### config.mk
export PLATFORM = sky130hd
export DESIGN_NAME = ac2_multi_flat
export DESIGN_NICKNAME = d
export VERILOG_FILES = /design/src/rtl/ac2m_pkg.sv /design/src/rtl/ac2_multi_if.sv /design/src/rtl/ac2m_lane.sv /design/src/rtl/ac2_multi.sv /design/src/flat_wrapper.sv
export SDC_FILE = /design/constraint.sdc
export NUM_CORES = 1
export LEC_CHECK = 0
export ABC_AREA = 1
export BUFFER_PORTS_ARGS = -buffer_cell sky130_fd_sc_hd__buf_2
export CAP_MARGIN = 25
export CORE_AREA = 3 3 128 130
export CTS_BUF_LIST = sky130_fd_sc_hd__clkbuf_16
export DETAILED_ROUTE_END_ITERATION = 10
export DIE_AREA = 0 0 131 133
export PLACE_DENSITY_LB_ADDON = 0.3
export SYNTH_ARGS = -nofsm -noshare
export SYNTH_HDL_FRONTEND = slang
export SYNTH_SLANG_ARGS = --single-unit
### constraint.sdc
create_clock -name clk -period 5.9 [get_ports clk]
set_input_delay 1.18 -clock clk [delete_from_list [all_inputs] [get_ports clk]]
set_output_delay 1.18 -clock clk [all_outputs]
set_load 0.01 [all_outputs]
### src/rtl/ac2m_pkg.sv
// ac2m_pkg: FSM states, width helpers and saturation helpers for ac2_multi
package ac2m_pkg;
  typedef enum logic [1:0] {IDLE, ACC, DONE} state_t;
  function automatic int la_w(int m, int pa);
    return $clog2(m) + pa + 1;
  endfunction
  function automatic int aw_w(int la, int nw);
    return la + nw;
  endfunction
  function automatic logic signed [63:0] sat_val(logic signed [63:0] v, int ow);
    logic signed [63:0] hi, lo;
    hi = (64'sd1 <<< (ow - 1)) - 64'sd1;
    lo = -(64'sd1 <<< (ow - 1));
    return v > hi ? hi : v < lo ? lo : v;
  endfunction
  function automatic logic sat_ovf(logic signed [63:0] v, int ow);
    logic signed [63:0] hi, lo;
    hi = (64'sd1 <<< (ow - 1)) - 64'sd1;
    lo = -(64'sd1 <<< (ow - 1));
    return v > hi || v < lo;
  endfunction
endpackage

### src/rtl/ac2_multi_if.sv
// ac2_multi_if: slice input and registered result bundle for ac2_multi
interface ac2_multi_if import ac2m_pkg::*; #(
  parameter int NCH = 4,
  parameter int LA = la_w(16, 8),
  parameter int OW = 16
);
  logic valid, first, cl_en;
  logic [NCH*LA-1:0] in_ac2;
  logic [NCH*OW-1:0] out_ac2;
  logic out_valid, busy;
  logic [NCH-1:0] ovf;
  modport master(output valid, first, cl_en, in_ac2, input out_ac2, out_valid, ovf, busy);
  modport slave(input valid, first, cl_en, in_ac2, output out_ac2, out_valid, ovf, busy);
endinterface

### src/rtl/ac2m_lane.sv
// ac2m_lane: per-lane slice accumulator and output register; AC2M_SAT_EN selects saturation over wrap
module ac2m_lane import ac2m_pkg::*; #(
  parameter int LA = 13,
  parameter int AW = 21,
  parameter int OW = 16,
  parameter int PW = 4,
  parameter int S = 2
) (
  input logic clk,
  input logic rst_n,
  input logic clr,
  input logic ld,
  input logic zero,
  input logic done,
  input logic signed [LA-1:0] lane_in,
  output logic signed [OW-1:0] out,
  output logic ovf
);
  logic signed [AW-1:0] acc_q, acc_d, acc_base, acc_nxt;
  logic signed [OW-1:0] out_q, out_d;
  logic ovf_q, ovf_d;
  always_comb begin
    acc_base = zero ? '0 : acc_q;
    acc_nxt = (acc_base >>> PW) + (AW'(lane_in) <<< (PW * (S - 1)));
    acc_d = clr ? '0 : ld ? acc_nxt : acc_q;
`ifdef AC2M_SAT_EN
    out_d = done ? OW'(sat_val(64'(acc_nxt), OW)) : out_q;
    ovf_d = done ? sat_ovf(64'(acc_nxt), OW) : ovf_q;
`else
    out_d = done ? acc_nxt[OW-1:0] : out_q;
    ovf_d = 1'b0;
`endif
  end
  always_ff @(posedge clk) begin
    if (!rst_n) begin
      acc_q <= '0;
      out_q <= '0;
      ovf_q <= 1'b0;
    end else begin
      acc_q <= acc_d;
      out_q <= out_d;
      ovf_q <= ovf_d;
    end
  end
  assign out = out_q;
  assign ovf = ovf_q;
endmodule

### src/rtl/ac2_multi.sv
// ac2_multi: multi-lane slice-serial accumulator with shared slice FSM; define AC2M_SAT_EN for saturating output
module ac2_multi import ac2m_pkg::*; #(
  parameter int M = 16,
  parameter int Pa = 8,
  parameter int Pw = 4,
  parameter int NW = 8,
  parameter int NCH = 4,
  parameter int OW = 16,
  localparam int LA = la_w(M, Pa),
  localparam int AW = aw_w(LA, NW),
  localparam int S = NW / Pw,
  localparam int CW = $clog2(S) + 1
) (
  input logic clk,
  input logic rst_n,
  ac2_multi_if.slave bus
);
  state_t state_q, state_d;
  logic [CW-1:0] cnt_q, cnt_d, cnt_base;
  logic start, accept, last, load, out_valid_q;
  logic [NCH*OW-1:0] out_w;
  logic [NCH-1:0] ovf_w;
  always_comb begin
    start = bus.valid & bus.first;
    accept = start | (bus.valid & (state_q == ACC));
    cnt_base = start ? '0 : cnt_q;
    last = accept & (cnt_base == CW'(S - 1));
    load = last & ~bus.cl_en;
    cnt_d = (bus.cl_en | last) ? '0 : accept ? cnt_base + CW'(1) : cnt_q;
    state_d = bus.cl_en ? IDLE : last ? DONE : accept ? ACC : (state_q == DONE) ? IDLE : state_q;
  end
  always_ff @(posedge clk) begin
    if (!rst_n) begin
      state_q <= IDLE;
      cnt_q <= '0;
      out_valid_q <= 1'b0;
    end else begin
      state_q <= state_d;
      cnt_q <= cnt_d;
      out_valid_q <= load;
    end
  end
  for (genvar i = 0; i < NCH; i++) begin : g_lane
    ac2m_lane #(.LA(LA), .AW(AW), .OW(OW), .PW(Pw), .S(S)) u_lane (
      .clk(clk),
      .rst_n(rst_n),
      .clr(bus.cl_en),
      .ld(accept),
      .zero(start),
      .done(load),
      .lane_in(bus.in_ac2[i*LA +: LA]),
      .out(out_w[i*OW +: OW]),
      .ovf(ovf_w[i])
    );
  end
  assign bus.out_ac2 = out_w;
  assign bus.ovf = ovf_w;
  assign bus.out_valid = out_valid_q;
  assign bus.busy = state_q == ACC;
endmodule

### src/flat_wrapper.sv
// flat-port wrapper written by rule: the top's interface ports become plain ports
module ac2_multi_flat import ac2m_pkg::*;
#(
  parameter int M = 16,
  parameter int Pa = 8,
  parameter int Pw = 4,
  parameter int NW = 8,
  parameter int NCH = 4,
  parameter int OW = 16,
  localparam int LA = la_w(M, Pa),
  localparam int AW = aw_w(LA, NW),
  localparam int S = NW / Pw,
  localparam int CW = $clog2(S) + 1
)
  (clk, rst_n, bus_valid, bus_first, bus_cl_en, bus_in_ac2, bus_out_ac2, bus_out_valid, bus_ovf, bus_busy);
  ac2_multi_if #(.NCH(NCH), .OW(OW)) bus_i ();
  input logic clk;
  input logic rst_n;
  input wire logic [$bits(bus_i.valid)-1:0] bus_valid;
  input wire logic [$bits(bus_i.first)-1:0] bus_first;
  input wire logic [$bits(bus_i.cl_en)-1:0] bus_cl_en;
  input wire logic [$bits(bus_i.in_ac2)-1:0] bus_in_ac2;
  output wire logic [$bits(bus_i.out_ac2)-1:0] bus_out_ac2;
  output wire logic [$bits(bus_i.out_valid)-1:0] bus_out_valid;
  output wire logic [$bits(bus_i.ovf)-1:0] bus_ovf;
  output wire logic [$bits(bus_i.busy)-1:0] bus_busy;
  assign bus_i.valid = bus_valid;
  assign bus_i.first = bus_first;
  assign bus_i.cl_en = bus_cl_en;
  assign bus_i.in_ac2 = bus_in_ac2;
  assign bus_out_ac2 = bus_i.out_ac2;
  assign bus_out_valid = bus_i.out_valid;
  assign bus_ovf = bus_i.ovf;
  assign bus_busy = bus_i.busy;
  ac2_multi #(.M(M), .Pa(Pa), .Pw(Pw), .NW(NW), .NCH(NCH), .OW(OW)) u_core (.clk(clk), .rst_n(rst_n), .bus(bus_i));
endmodule
Word-level counts from Yosys, hierarchy flattened. Index checks and enable logic that the tools add are counted.

Register bits: 153. Latch bits: 0. Word-level logic and storage cells: 41. Output and inout port bits: 70. Memories: 0. ROM bits: 0. RAM bits: 0.

Shifts and indexed selects: 0. Order comparisons: 0. Reductions and logical operators: 5. Bitwise logic cells: 8. Div/mod/pow operators: 0. Multiply operators: 0. Add/subtract/negate cells: 5. Equality and inequality tests: 3. Mux-type cells: 8.

Operator list (count): two-way mux 21 bit (4); adder 17 x 17 -> 18 bit (4); two-way mux 2 bit (4); bitwise AND 1 bit (4); equality test 2 x 1 -> 1 bit, second input constant (2); OR reduction 2 bit (2); nonzero test 3 bit (1); OR reduction 3 bit (1); adder 2 x 1 -> 2 bit, second input constant (1); equality test 2 bit, second input constant (1); inverter 1 bit (2); bitwise OR 1 bit (2); nonzero test 2 bit (1).

Depth between registers and ports, before layout.
Depth after elaboration: 6. Depth in mapped cells: 18.

By module. Synthesis repeated with hierarchy kept, for this count alone.

Cells, all modules: 1277. Area, all modules: 8142.8 um^2.

Modules (own cells, without submodules): ac2m_lane (u_core.g_lane[0].u_lane ...) (instances 2, area each 1965.6 um^2, cells an instance 310); ac2m_lane (u_core.g_lane[2].u_lane) (instances 1, area each 1978.1 um^2, cells an instance 311); ac2m_lane (u_core.g_lane[3].u_lane) (instances 1, area each 1954.4 um^2, cells an instance 310); ac2_multi (instances 1, area each 279.0 um^2, cells an instance 36).

Worst setup path after synthesis. OpenSTA, ideal clock, no wires.

Path type: input to register. Start point: input port bus_first. End point: register u_core.g_lane[1].u_lane.acc_q[16]. Setup time: 0.117 ns. Setup slack: 2.376 ns. Arrival time: 3.407 ns. Buffers on the path: 2. Stages on the path: 16. Data required time: 5.783 ns. Path through: nand2_4 -> buf_2 -> clkinv_1 -> clkbuf_1 -> nor2_1 -> ha_1 -> inv_1 -> fa_1 -> o21ai_0 -> nand2_1 -> nand2_1 -> nand3_1 -> nand3_1 -> nand2_1 -> nor2_1 -> nor2_1.

Longest elaborated chain between the ends: 3. Elaborated cells between the ends (all ways): 4. Classes of those cells: add/sub: 1; mux: 1; bitwise: 2.

RTL lines: start: declaration (line flat_wrapper.sv:20) `input wire logic [$bits(bus_i.first)-1:0] bus_first;`; bitwise AND 1 bit * (line ac2_multi.sv:24) `start = bus.valid & bus.first;`; two-way mux 21 bit (line ac2m_lane.sv:23) `acc_base = zero ? '0 : acc_q;`; adder 17 x 17 -> 18 bit (line ac2m_lane.sv:24) `acc_nxt = (acc_base >>> PW) + (AW'(lane_in) <<< (PW * (S - 1)));`; end signal: assignment (line ac2m_lane.sv:36) `acc_q <= '0;`; end signal: assignment (line ac2m_lane.sv:40) `acc_q <= acc_d;`; end: declaration (line ac2m_lane.sv:19) `logic signed [AW-1:0] acc_q, acc_d, acc_base, acc_nxt;`.

Every way passes the cells marked *; elsewhere a longest branch is shown, timed or not. A chain may end at the register's enable or synchronous reset.

Worst setup path in the final report.
Start point: input port bus_valid. End point: register u_core.g_lane[1].u_lane.acc_q[14].

Longest elaborated chain between the ends: 3. Elaborated cells between the ends (all ways): 5. Classes of those cells: add/sub: 1; mux: 1; bitwise: 3.

RTL lines: start: declaration (line flat_wrapper.sv:19) `input wire logic [$bits(bus_i.valid)-1:0] bus_valid;`; bitwise AND 1 bit (line ac2_multi.sv:24); two-way mux 21 bit (line ac2m_lane.sv:23); adder 17 x 17 -> 18 bit (line ac2m_lane.sv:24).

Several ways; a longest one is shown, not always the timed one.

==> impl_results.md <==
- Setup violators final: 0
- Max-cap violations: 0
- Crit-path max FO: 46
- Part of the Yosys area used for sequential elements: 32.7%
- Synth Instances: 1169
- DR WL/cell: about 13 um
- Peak VDD IR: 0.210 mV
- EDFF count, synth: 0
- DIE HEIGHT: about 130 um
- Synth async-reset ratio: 0%
- Synth area leaders: dfxtp_1 33%, nand2_1 12%, inv_1 9.3%
- Total core area: roughly 15000 um2
- ANT cells: 0
- CP startpoint kind: primary input
- DR iter-0 viols: roughly 450
- Crit path to: u_core.g_lane[1].u_lane.acc_q[14]
- Initial antenna violation count: 0
- Die W: roughly 130 um
- Std-Cell Rows: 45
- Top FF cell, synth: dfxtp_1
- Final Core Density: slightly below 60%
- Worst-Margin Slew: ~1.0 ns
- Fin. Hold Viols: 0
- Vias in the first global route: between 6000 and 7000
- R2R depth: 8
- Crit path largest cell delay: between 0.4 and 0.5 ns
- Grt total ovfl: 0
- Critical path capture point type: flop
- # fillers: approximately 1500
- Pre-Repair DR Iteration Count: 5
- Syn-to-layout area delta: 16.5%
- Cells after DPL: about 1500
- Most frequent cell after synthesis: nand2_1
- Count of cell types in the netlist: 35
- TritonCTS clock tree: built
- Clk Latency, worst-skew pair: between 0.4 and 0.5 ns
- Lkg Pwr: 4.95 nW
- Gpl congestion: between 0.9 and 1
- #FFs+latches synth: roughly 130
- Fin crit share: between 60 and 70%
- IO Pins: ~130
- Worst r2r src: u_core.state_q[0]
- CTS Buf Count: 17
- Nets: between 1000 and 1500
- Synth Area per Inst: ~6.6 um2
- Crit Path Class: in -> reg
- Htree depth: 4
- Post-DP HPWL: ~14 mm
- Stages on worst setup path: 16
- Top cells by count, synth: 246 x nand2_1, 190 x inv_1, 142 x nor2_1
- DR vias/cell: roughly 5
- Hold bufs inserted after CTS: 0
- Worst-path clk slew: 0.06 ns
- Worst EP required: slightly above 6 ns
- Die footprint: about 17000 um2
- PD cells: between 200 and 250 nW/um2
- Synthesized cell area: about 7700 um2
- Crit path time final: about 3.7 ns
- Final Skew: between 0.004 and 0.005 ns
- Total negative slack: 0 ns
- Non-Filler Instances: about 1500
- Crit path max-delay family: simple AND/OR/NAND/NOR gates
- Max_slew headroom: 30.0%
- CP Buf/Inv Count: 5
- Crit path arrival time: about 4 ns
- RSZ-0062 raised after global routing: false
- Clock tree buffer depth: 2
- Starting Density: between 50% and 60%
- GRT Util Overall: 23.0%
- CTS Sinks: ~130
- Layout cells sized above 1: a little over an eighth
- PortBufs: 122
- Vias: 7550
- Worst path slowest cell: nand2_4
- YS warnings: 0
- Synth top area share: about 33%
- First-pass GRT wire length: 32.8 mm
- DRC violations left: 0
- Fmax achieved: around 270 MHz
- CP cell instances: buf_2 -> nand2_4 -> clkinv_1 -> buf_4 -> nor2_1 -> ha_1 -> inv_1 -> fa_1 -> o21ai_0 -> nand2_1 -> nand3_1 -> nand3_1 -> nand3_1 -> nand3_1 -> nand2_1 -> inv_1
- Outcome: complete, no violations
- Final WL: around 20 mm
- Clock Tree Root: clkbuf_16
- Critical Path Most Common Cell: nand3_1
- DRT antenna net count: 0
- Leading area contributor after synthesis: dfxtp_1
- Post-CTS Setup Bufs: 0
- Worst Setup SP: bus_valid
- Slew Viols, Final: 0
- Post-CTS sizing: 0
- Reg2Reg Setup Slack: between 3 and 4 ns
- Largest net degree at the start of global routing: approximately 90
- RR Endpoint: u_core.g_lane[1].u_lane.acc_q[4]
- HP Class: reg -> reg
-- power breakdown --
group	total (W)	internal, W	switching, W
Clock	0.000991	0.000610	0.000381
Sequential	0.000876	0.000865	0.0000110
Combinational	0.000300	0.000102	0.000198
-- cell usage in the layout (no fill, tap or decap), types with 5 or more instances in the layout --
cell,synthesis,layout
clkinv_1,1,6
inv_2,5,5
buf_4,6,6
ha_1,41,41
nand3_1,101,101
inv_1,190,190
nor2_1,142,141
nand2_1,246,246
xnor2_1,17,17
o21ai_1,9,9
a21oi_1,50,50
o211ai_1,12,12
o21a_1,7,7
clkbuf_16,0,17
dfxtp_1,125,125
o21ai_0,103,103
buf_2,20,122
o21bai_1,34,34
xor2_1,10,10
-- stage by stage --
stage	instance area, um2	hold slack [ns]	total power [W]	worst slack, ns
after floorplan	7670	0.429	0.00110	2.38
after global placement	8360	0.443	0.00118	1.92
after detailed placement	8360	0.450	0.00119	1.81
after CTS	8920	0.456	0.00217	2.24
after global routing	8920	0.466	0.00225	1.90
final	8920	0.451	0.00217	2.19
-- worst min-delay path, cell delays in order (launching register included) --
cell and delay [ns]:
dfxtp_1 0.30, nand2_1 0.05, o21ai_0 0.06
-- logic make-up (layout without fill, tap and decap cells) --
kind of cell / count (synthesis) / count (layout) / synth area share (%)
xor gates and xnor gates: 27 / 27 / 3.09
and+or+nand+nor: 509 / 509 / 27.6
adders and majority gates: 45 / 45 / 7.75
other: 1 / 4 / 0.0490
AOI/OAI and AO/OA: 219 / 219 / 16.2
buffers and inverters: 243 / 355 / 12.6
DFF: 125 / 125 / 32.7
-- worst min-delay path by stage --
stage,cells past startpoint,from,to
2_1_floorplan,2,u_core.g_lane[1].u_lane.acc_q[4],u_core.g_lane[1].u_lane.acc_q[4]
3_3_place_gp,2,u_core.g_lane[1].u_lane.out[1],u_core.g_lane[1].u_lane.out[1]
3_5_place_dp,2,u_core.g_lane[0].u_lane.out[3],u_core.g_lane[0].u_lane.out[3]
4_1_cts,2,u_core.g_lane[1].u_lane.out[1],u_core.g_lane[1].u_lane.out[1]
5_1_grt,2,u_core.g_lane[1].u_lane.acc_q[4],u_core.g_lane[1].u_lane.acc_q[4]
6_report,2,u_core.g_lane[1].u_lane.out[1],u_core.g_lane[1].u_lane.out[1]
-- final cells by class --
class | count | area, um2 | area share, %
Timing Repair Buffer | 128 | 656 | 7.35
Clock inverter | 14 | 129 | 1.45
Clock buffer | 17 | 425 | 4.77
Tap cell | 211 | 264 | 2.96
Sequential cell | 125 | 2500 | 28.1
Multi-Input combinational cell | 804 | 4210 | 47.2
Inverter | 196 | 736 | 8.25
-- per-layer routing --
metal,vias up,global-route usage (%),routed length (um)
li1,3911,-,-
met1,3393,33.3,9790
met2,228,35.5,8780
met4,0,4.69,181
met3,18,4.68,1310
met5,-,0,0
-- flip-flops by register name, indices dropped and copies added (netlist names) --
signal,cells
u_core.cnt_q,2
u_core.state_q,2
u_core.g_lane.u_lane.acc_q,56
u_core.bus.out_valid,1
u_core.g_lane.u_lane.out,64
Power figures use the tool's default switching activity.
